### src/rtl/wb_port_arbiter_pkg.sv
// Shared definitions for the register-file write-port arbiter.
//   REG_ADDR_W  : integer register address width
//   X0          : hard-wired zero register address; writes to it are never issued
//   arb_state_e : starvation FSM encoding
package wb_port_arbiter_pkg;

  localparam int unsigned REG_ADDR_W = 5;
  localparam logic [REG_ADDR_W-1:0] X0 = '0;

  typedef enum logic [0:0] {
    StNormal = 1'b0,
    StStall  = 1'b1
  } arb_state_e;

endpackage

### src/rtl/wb_result_fifo.sv
// In-order buffer of long-latency results waiting for a free write-port slot.
// Ports:
//   clk, rst             clock, asynchronous active-high reset
//   push/push_rd/_data   append an entry at the tail
//   pop                  remove the head entry
//   kill_en/kill_rd      drop every entry whose rd matches kill_rd
//   head_rd/head_data    current head entry (zero when empty)
//   count                number of valid entries
// Survivors of pop/kill are compacted toward the head with order preserved; a push in the
// same cycle lands right behind the survivors.
module wb_result_fifo
  import wb_port_arbiter_pkg::*;
#(
  parameter int unsigned DATA_WIDTH = 32,
  parameter int unsigned DEPTH      = 2,
  localparam int unsigned CntW      = $clog2(DEPTH + 1)
) (
  input  logic                  clk,
  input  logic                  rst,
  input  logic                  push,
  input  logic [REG_ADDR_W-1:0] push_rd,
  input  logic [DATA_WIDTH-1:0] push_data,
  input  logic                  pop,
  input  logic                  kill_en,
  input  logic [REG_ADDR_W-1:0] kill_rd,
  output logic [REG_ADDR_W-1:0] head_rd,
  output logic [DATA_WIDTH-1:0] head_data,
  output logic [CntW-1:0]       count
);

  localparam int unsigned IdxW = (DEPTH > 1) ? $clog2(DEPTH) : 1;

  logic [REG_ADDR_W-1:0] rd_q   [DEPTH];
  logic [REG_ADDR_W-1:0] rd_d   [DEPTH];
  logic [DATA_WIDTH-1:0] data_q [DEPTH];
  logic [DATA_WIDTH-1:0] data_d [DEPTH];
  logic [CntW-1:0]       count_q, count_d;
  logic [CntW-1:0]       wr;

  always_comb begin
    for (int i = 0; i < DEPTH; i++) begin
      rd_d[i]   = '0;
      data_d[i] = '0;
    end
    wr = '0;
    for (int i = 0; i < DEPTH; i++) begin
      if ((CntW'(i) < count_q) && !((i == 0) && pop) &&
          !(kill_en && (rd_q[i] == kill_rd))) begin
        rd_d[wr[IdxW-1:0]]   = rd_q[i];
        data_d[wr[IdxW-1:0]] = data_q[i];
        wr = wr + CntW'(1);
      end
    end
    // The caller only pushes when not full, so a slot is always free here.
    if (push && (wr < CntW'(DEPTH))) begin
      rd_d[wr[IdxW-1:0]]   = push_rd;
      data_d[wr[IdxW-1:0]] = push_data;
      wr = wr + CntW'(1);
    end
    count_d = wr;
  end

  always_ff @(posedge clk or posedge rst) begin
    if (rst) begin
      count_q <= '0;
      for (int i = 0; i < DEPTH; i++) begin
        rd_q[i]   <= '0;
        data_q[i] <= '0;
      end
    end else begin
      count_q <= count_d;
      for (int i = 0; i < DEPTH; i++) begin
        rd_q[i]   <= rd_d[i];
        data_q[i] <= data_d[i];
      end
    end
  end

  assign head_rd   = rd_q[0];
  assign head_data = data_q[0];
  assign count     = count_q;

endmodule

### src/rtl/wb_port_arbiter.sv
// Arbitrates the single integer register-file write port between the pipeline WB stage and a
// long-latency unit (LU). Pipeline writes always win; LU results without a free slot wait in an
// in-order buffer, and a WB bubble is requested when the buffer head starves.
// Ports:
//   clk, rst                      clock, asynchronous active-high reset
//   p_we/p_rd/p_data              pipeline WB write
//   lu_valid/lu_ready/lu_rd/lu_data  LU result handshake
//   rf_we/rf_rd/rf_wdata          register-file write port
//   wb_stall_req                  ask pipeline to insert a WB bubble
//   lu_pending                    buffer non-empty
//   occupancy                     valid buffer entries
module wb_port_arbiter
  import wb_port_arbiter_pkg::*;
#(
  parameter int unsigned DATA_WIDTH   = 32,
  parameter int unsigned DEPTH        = 2,
  parameter int unsigned STARVE_LIMIT = 4,
  localparam int unsigned OccW        = $clog2(DEPTH + 1)
) (
  input  logic                  clk,
  input  logic                  rst,
  input  logic                  p_we,
  input  logic [REG_ADDR_W-1:0] p_rd,
  input  logic [DATA_WIDTH-1:0] p_data,
  input  logic                  lu_valid,
  output logic                  lu_ready,
  input  logic [REG_ADDR_W-1:0] lu_rd,
  input  logic [DATA_WIDTH-1:0] lu_data,
  output logic                  rf_we,
  output logic [REG_ADDR_W-1:0] rf_rd,
  output logic [DATA_WIDTH-1:0] rf_wdata,
  output logic                  wb_stall_req,
  output logic                  lu_pending,
  output logic [OccW-1:0]       occupancy
);

  localparam int unsigned StarveW = $clog2(STARVE_LIMIT + 1);

  logic                  busy;
  logic                  head_valid;
  logic                  head_killed;
  logic                  head_gone;
  logic                  accept;
  logic                  bypass;
  logic                  push;
  logic                  pop;
  logic [REG_ADDR_W-1:0] head_rd;
  logic [DATA_WIDTH-1:0] head_data;
  logic [OccW-1:0]       count;
  logic [StarveW-1:0]    starve_q, starve_d;
  arb_state_e            state_q, state_d;

  // rd=0 pipeline writes are architecturally no-ops, so the slot counts as free.
  assign busy       = p_we && (p_rd != X0);
  assign head_valid = (count != '0);
  assign lu_ready   = (count < OccW'(DEPTH));
  assign accept     = lu_valid && lu_ready;
  assign bypass     = !busy && !head_valid && lu_valid && (lu_rd != X0);
  assign pop        = !busy && head_valid;
  assign head_killed = busy && head_valid && (head_rd == p_rd);
  assign head_gone  = pop || head_killed;
  // A result for the register the pipeline writes now is older than it, so it is dropped.
  assign push       = accept && (lu_rd != X0) && !bypass && !(busy && (lu_rd == p_rd));

  wb_result_fifo #(
    .DATA_WIDTH (DATA_WIDTH),
    .DEPTH      (DEPTH)
  ) u_fifo (
    .clk       (clk),
    .rst       (rst),
    .push      (push),
    .push_rd   (lu_rd),
    .push_data (lu_data),
    .pop       (pop),
    .kill_en   (busy),
    .kill_rd   (p_rd),
    .head_rd   (head_rd),
    .head_data (head_data),
    .count     (count)
  );

  always_comb begin
    rf_we    = 1'b0;
    rf_rd    = X0;
    rf_wdata = '0;
    if (busy) begin
      rf_we    = 1'b1;
      rf_rd    = p_rd;
      rf_wdata = p_data;
    end else if (head_valid) begin
      rf_we    = 1'b1;
      rf_rd    = head_rd;
      rf_wdata = head_data;
    end else if (bypass) begin
      rf_we    = 1'b1;
      rf_rd    = lu_rd;
      rf_wdata = lu_data;
    end
  end

  // Counts cycles the head waits; any change of head restarts the count.
  always_comb begin
    starve_d = starve_q;
    if (!head_valid || head_gone) begin
      starve_d = '0;
    end else if (starve_q < StarveW'(STARVE_LIMIT)) begin
      starve_d = starve_q + StarveW'(1);
    end
  end

  always_ff @(posedge clk or posedge rst) begin
    if (rst) begin
      starve_q <= '0;
    end else begin
      starve_q <= starve_d;
    end
  end

  // FSM state register.
  always_ff @(posedge clk or posedge rst) begin
    if (rst) begin
      state_q <= StNormal;
    end else begin
      state_q <= state_d;
    end
  end

  // FSM next state.
  always_comb begin
    state_d = state_q;
    unique case (state_q)
      StNormal: if (starve_d == StarveW'(STARVE_LIMIT)) state_d = StStall;
      StStall:  if (head_gone || !head_valid) state_d = StNormal;
      default:  state_d = StNormal;
    endcase
  end

  // FSM outputs.
  always_comb begin
    wb_stall_req = (state_q == StStall);
  end

  assign occupancy  = count;
  assign lu_pending = (count != '0);

endmodule
### config.mk
export PLATFORM = sky130hd
export DESIGN_NAME = wb_port_arbiter
export DESIGN_NICKNAME = d
export VERILOG_FILES = /design/src/rtl/wb_port_arbiter_pkg.sv /design/src/rtl/wb_result_fifo.sv /design/src/rtl/wb_port_arbiter.sv
export SDC_FILE = /design/constraint.sdc
export NUM_CORES = 1
export LEC_CHECK = 0
export ABC_AREA = 1
export CAP_MARGIN = 20
export CORE_ASPECT_RATIO = 0.9
export CORE_MARGIN = 4
export CORE_UTILIZATION = 50
export DETAILED_ROUTE_END_ITERATION = 16
export PLACE_DENSITY_LB_ADDON = 0.15
export SYNTH_ARGS = -nofsm -noshare
export SYNTH_HDL_FRONTEND = slang
export SYNTH_SLANG_ARGS = --single-unit
### constraint.sdc
create_clock -name clk -period 7.4 [get_ports clk]
set_input_delay 1.85 -clock clk [delete_from_list [all_inputs] [get_ports clk]]
set_output_delay 1.85 -clock clk [all_outputs]
set_load 0.005 [all_outputs]
==> impl_metrics.tcl <==
set metrics [dict create \
    status "finished, final reports clean" \
    die_y_um 102.2 \
    hold_viol_final 0 \
    portBuffers 120 \
    num_antenna_cells 0 \
    holdBufCountCts 0 \
    gp_congestion 0.8494 \
    ys_types 30 \
    setup_viol 0 \
    synthesis.nets 791 \
    rows 34 \
    place_hpwl_um 8737 \
    fin_crit_sh 0.8893 \
    clk_latency_ns 0.35 \
    nets 874 \
    rsz0062_at_grt "false" \
    worstSetupPathType "input port to output pin" \
    end_kind "output pin" \
    wl_um 15110 \
    critPathMaxStageDelay_ns 0.56 \
    finalWorstSetupSlack_ns 0.8190 \
    cts_max_level 3 \
    period_minus_slack_ns 6.581 \
    seq_area_sq_um 2002 \
    num_vias 5244 \
    clock_path_buffers 2 \
    dp_cells 907 \
    critPathMaxFanout 44 \
    drv_slew 0 \
    clock-root-buffer "clkbuf_8" \
    area_growth_pct 28.02 \
    required_ns 5.55 \
    grt_pass1_vias 4926 \
    core_sq_um 9657 \
    seq_area_frac_synth 0.4064 \
    cts_resized 0 \
    fmax_ghz 0.1520 \
    cts_tree "built" \
    drtAntennaViolNets 0 \
    grt_max_degree 81 \
    synth_seq_cells 80 \
    crit_top_cell "clkdlybuf4s50_1" \
    min_path_type "flop to flop" \
    worst_path_max_delay_cell "clkdlybuf4s50_1" \
    multi_input_area_sq_um 2552 \
    drv_cap 0 \
    relSlewSlack 0.3342 \
    ys_warn_count 0 \
    drive_above_1_share 0.04893 \
    critPathLaunchType "input port" \
    start_util 0.5101 \
    ios 121 \
    fp.dieW_um 112.6 \
    dieArea_sq_um 11510 \
    place_ws_ns 0.8438 \
    cp.arrival_ns 4.73 \
    drt-initial-drc-count 442 \
    setup-tns-final_ns 0 \
    fillers 887 \
    synth.avg_cell_area_sq_um 6.938 \
    grt_pass1_wl_um 23760 \
    stdcell_count 923 \
    path_clk_slew_ns 0.08 \
    antenna_found_initial 0 \
    grt_use_total 0.2529 \
    routedWlPerCell_um 16.37 \
    avgViaCountPerCell 5.681 \
    cts_num_sinks 80 \
    worst_pin_slew_ns 0.9964 \
    netlist_instances 710 \
    first_pass_iters 5 \
    skew_ns 0.01405 \
    mappedNetlistArea_sq_um 4926 \
    path_cells "clkdlybuf4s50_1 -> nor2_2 -> nand3_2 -> nand2_4 -> inv_4 -> nor3_4 -> buf_4 -> nand2_1 -> a21oi_1 -> clkdlybuf4s50_1" \
    drc 0 \
    p_per_area_nw_per_um2 281.9 \
    grt_overflow_total 0 \
    power.leakage_uw 0.002897 \
    ir_drop_mv 0.2016 \
    post_cts_buffers 0 \
    cts-buffers-inserted 9 \
]
-- Yosys cell counts, drive strengths merged --
library cell	count	area [sq um]
ha	3	37.54
a21oi	70	350.3
nor3	2	21.27
or2	1	6.260
nor2	50	202.7
inv	20	77.57
o21ai	40	200.2
nand4	77	481.7
nand2	293	1112
xnor2	5	43.79
buf	37	225.2
a22oi	4	30.03
mux2i	1	10.01
dfrtp	80	2002
a2bb2oi	1	8.760
clkbuf	21	78.83
nand3	3	20.02
xor2	2	17.52
-- cells in the final DEF (no fill, tap or decap), types with 9 or more instances in the layout --
| cell type | count |
|---|---|
| o21ai_0 | 38 |
| nand2_1 | 290 |
| inv_1 | 17 |
| clkdlybuf4s50_1 | 120 |
| nor2_1 | 46 |
| nand4_1 | 77 |
| dfrtp_1 | 80 |
| clkbuf_8 | 10 |
| a21oi_1 | 70 |
| buf_4 | 9 |
-- cell families after synthesis --
kind of cell	after synthesis	synth area share
and+or+nand+nor	426	0.3744
muxes	1	0.002032
DFF	80	0.4064
buffers and inverters	78	0.07747
adders and majority gates	3	0.007621
xor gates and xnor gates	7	0.01245
AOI/OAI and AO/OA	115	0.1196
-- registers in the layout (all words and copies together) (netlist names) --
signal,count
u_fifo.data_q,32
u_fifo.rd_q,5
starve_q,3
u_fifo.head_data,32
u_fifo.head_rd,5
u_fifo.count,2
wb_stall_req,1
-- power by group --
part           switching, uW  internal [uW]  leakage [uW]
Combinational            532            270       0.00170
Sequential              69.1            546       0.00109
Clock                    163            197      0.000108
-- path summary, 6_finish.rpt --
check	from	end	slack, ns	cells past startpoint
max in group asynchronous	rst	u_fifo.rd_q[1]	5.05	4
worst min-delay path	u_fifo.data_q[25]	u_fifo.data_q[25]	0.48	2
worst max register to register	u_fifo.rd_q[4]	u_fifo.head_data[20]	4.07	15
worst max-delay path	p_rd[3]	rf_wdata[31]	0.82	10
worst min register to register	u_fifo.data_q[25]	u_fifo.data_q[25]	0.48	2
min in group asynchronous	rst	u_fifo.head_data[17]	1.76	3
-- worst max-delay path, delay by kind of cell --
family | cells | cell delay [ns]
buffers and inverters | 4 | 1.70
AND/OR/NAND/NOR | 5 | 0.94
AO/OA/AOI/OAI | 1 | 0.21
-- metrics by stage --
stage | area [sq um] | power [uW] | utilization | hold slack, ns
3_5_place_dp | 6060 | 1412 | 0.6275 | 0.4657
2_1_floorplan | 4926 | 1120 | - | 0.4498
6_report | 6306 | 1778 | 0.6530 | 0.4811
3_3_place_gp | 6060 | 1392 | 0.6275 | 0.4620
5_1_grt | 6306 | 1879 | 0.6530 | 0.5065
4_1_cts | 6279 | 1772 | 0.6502 | 0.4863
-- layout make-up --
class,instances,area share
Tap cell,126,0.02500
Clock inverter,5,0.01290
Clock buffer,10,0.02183
Timing Repair Buffer,130,0.2056
Multi-Input combinational cell,552,0.4048
Sequential cell,80,0.3175
Inverter,20,0.01250
-- routing by layer --
| metal | global-route usage | vias up | routed length, um |
|---|---|---|---|
| met5 | 0 | - | 0 |
| met4 | 0.07394 | 0 | 182 |
| met3 | 0.03848 | 20 | 1053 |
| met2 | 0.4399 | 231 | 7357 |
| met1 | 0.3303 | 2478 | 6515 |
| li1 | - | 2515 | - |
Note: power is estimated with default switching activity, not from simulation.
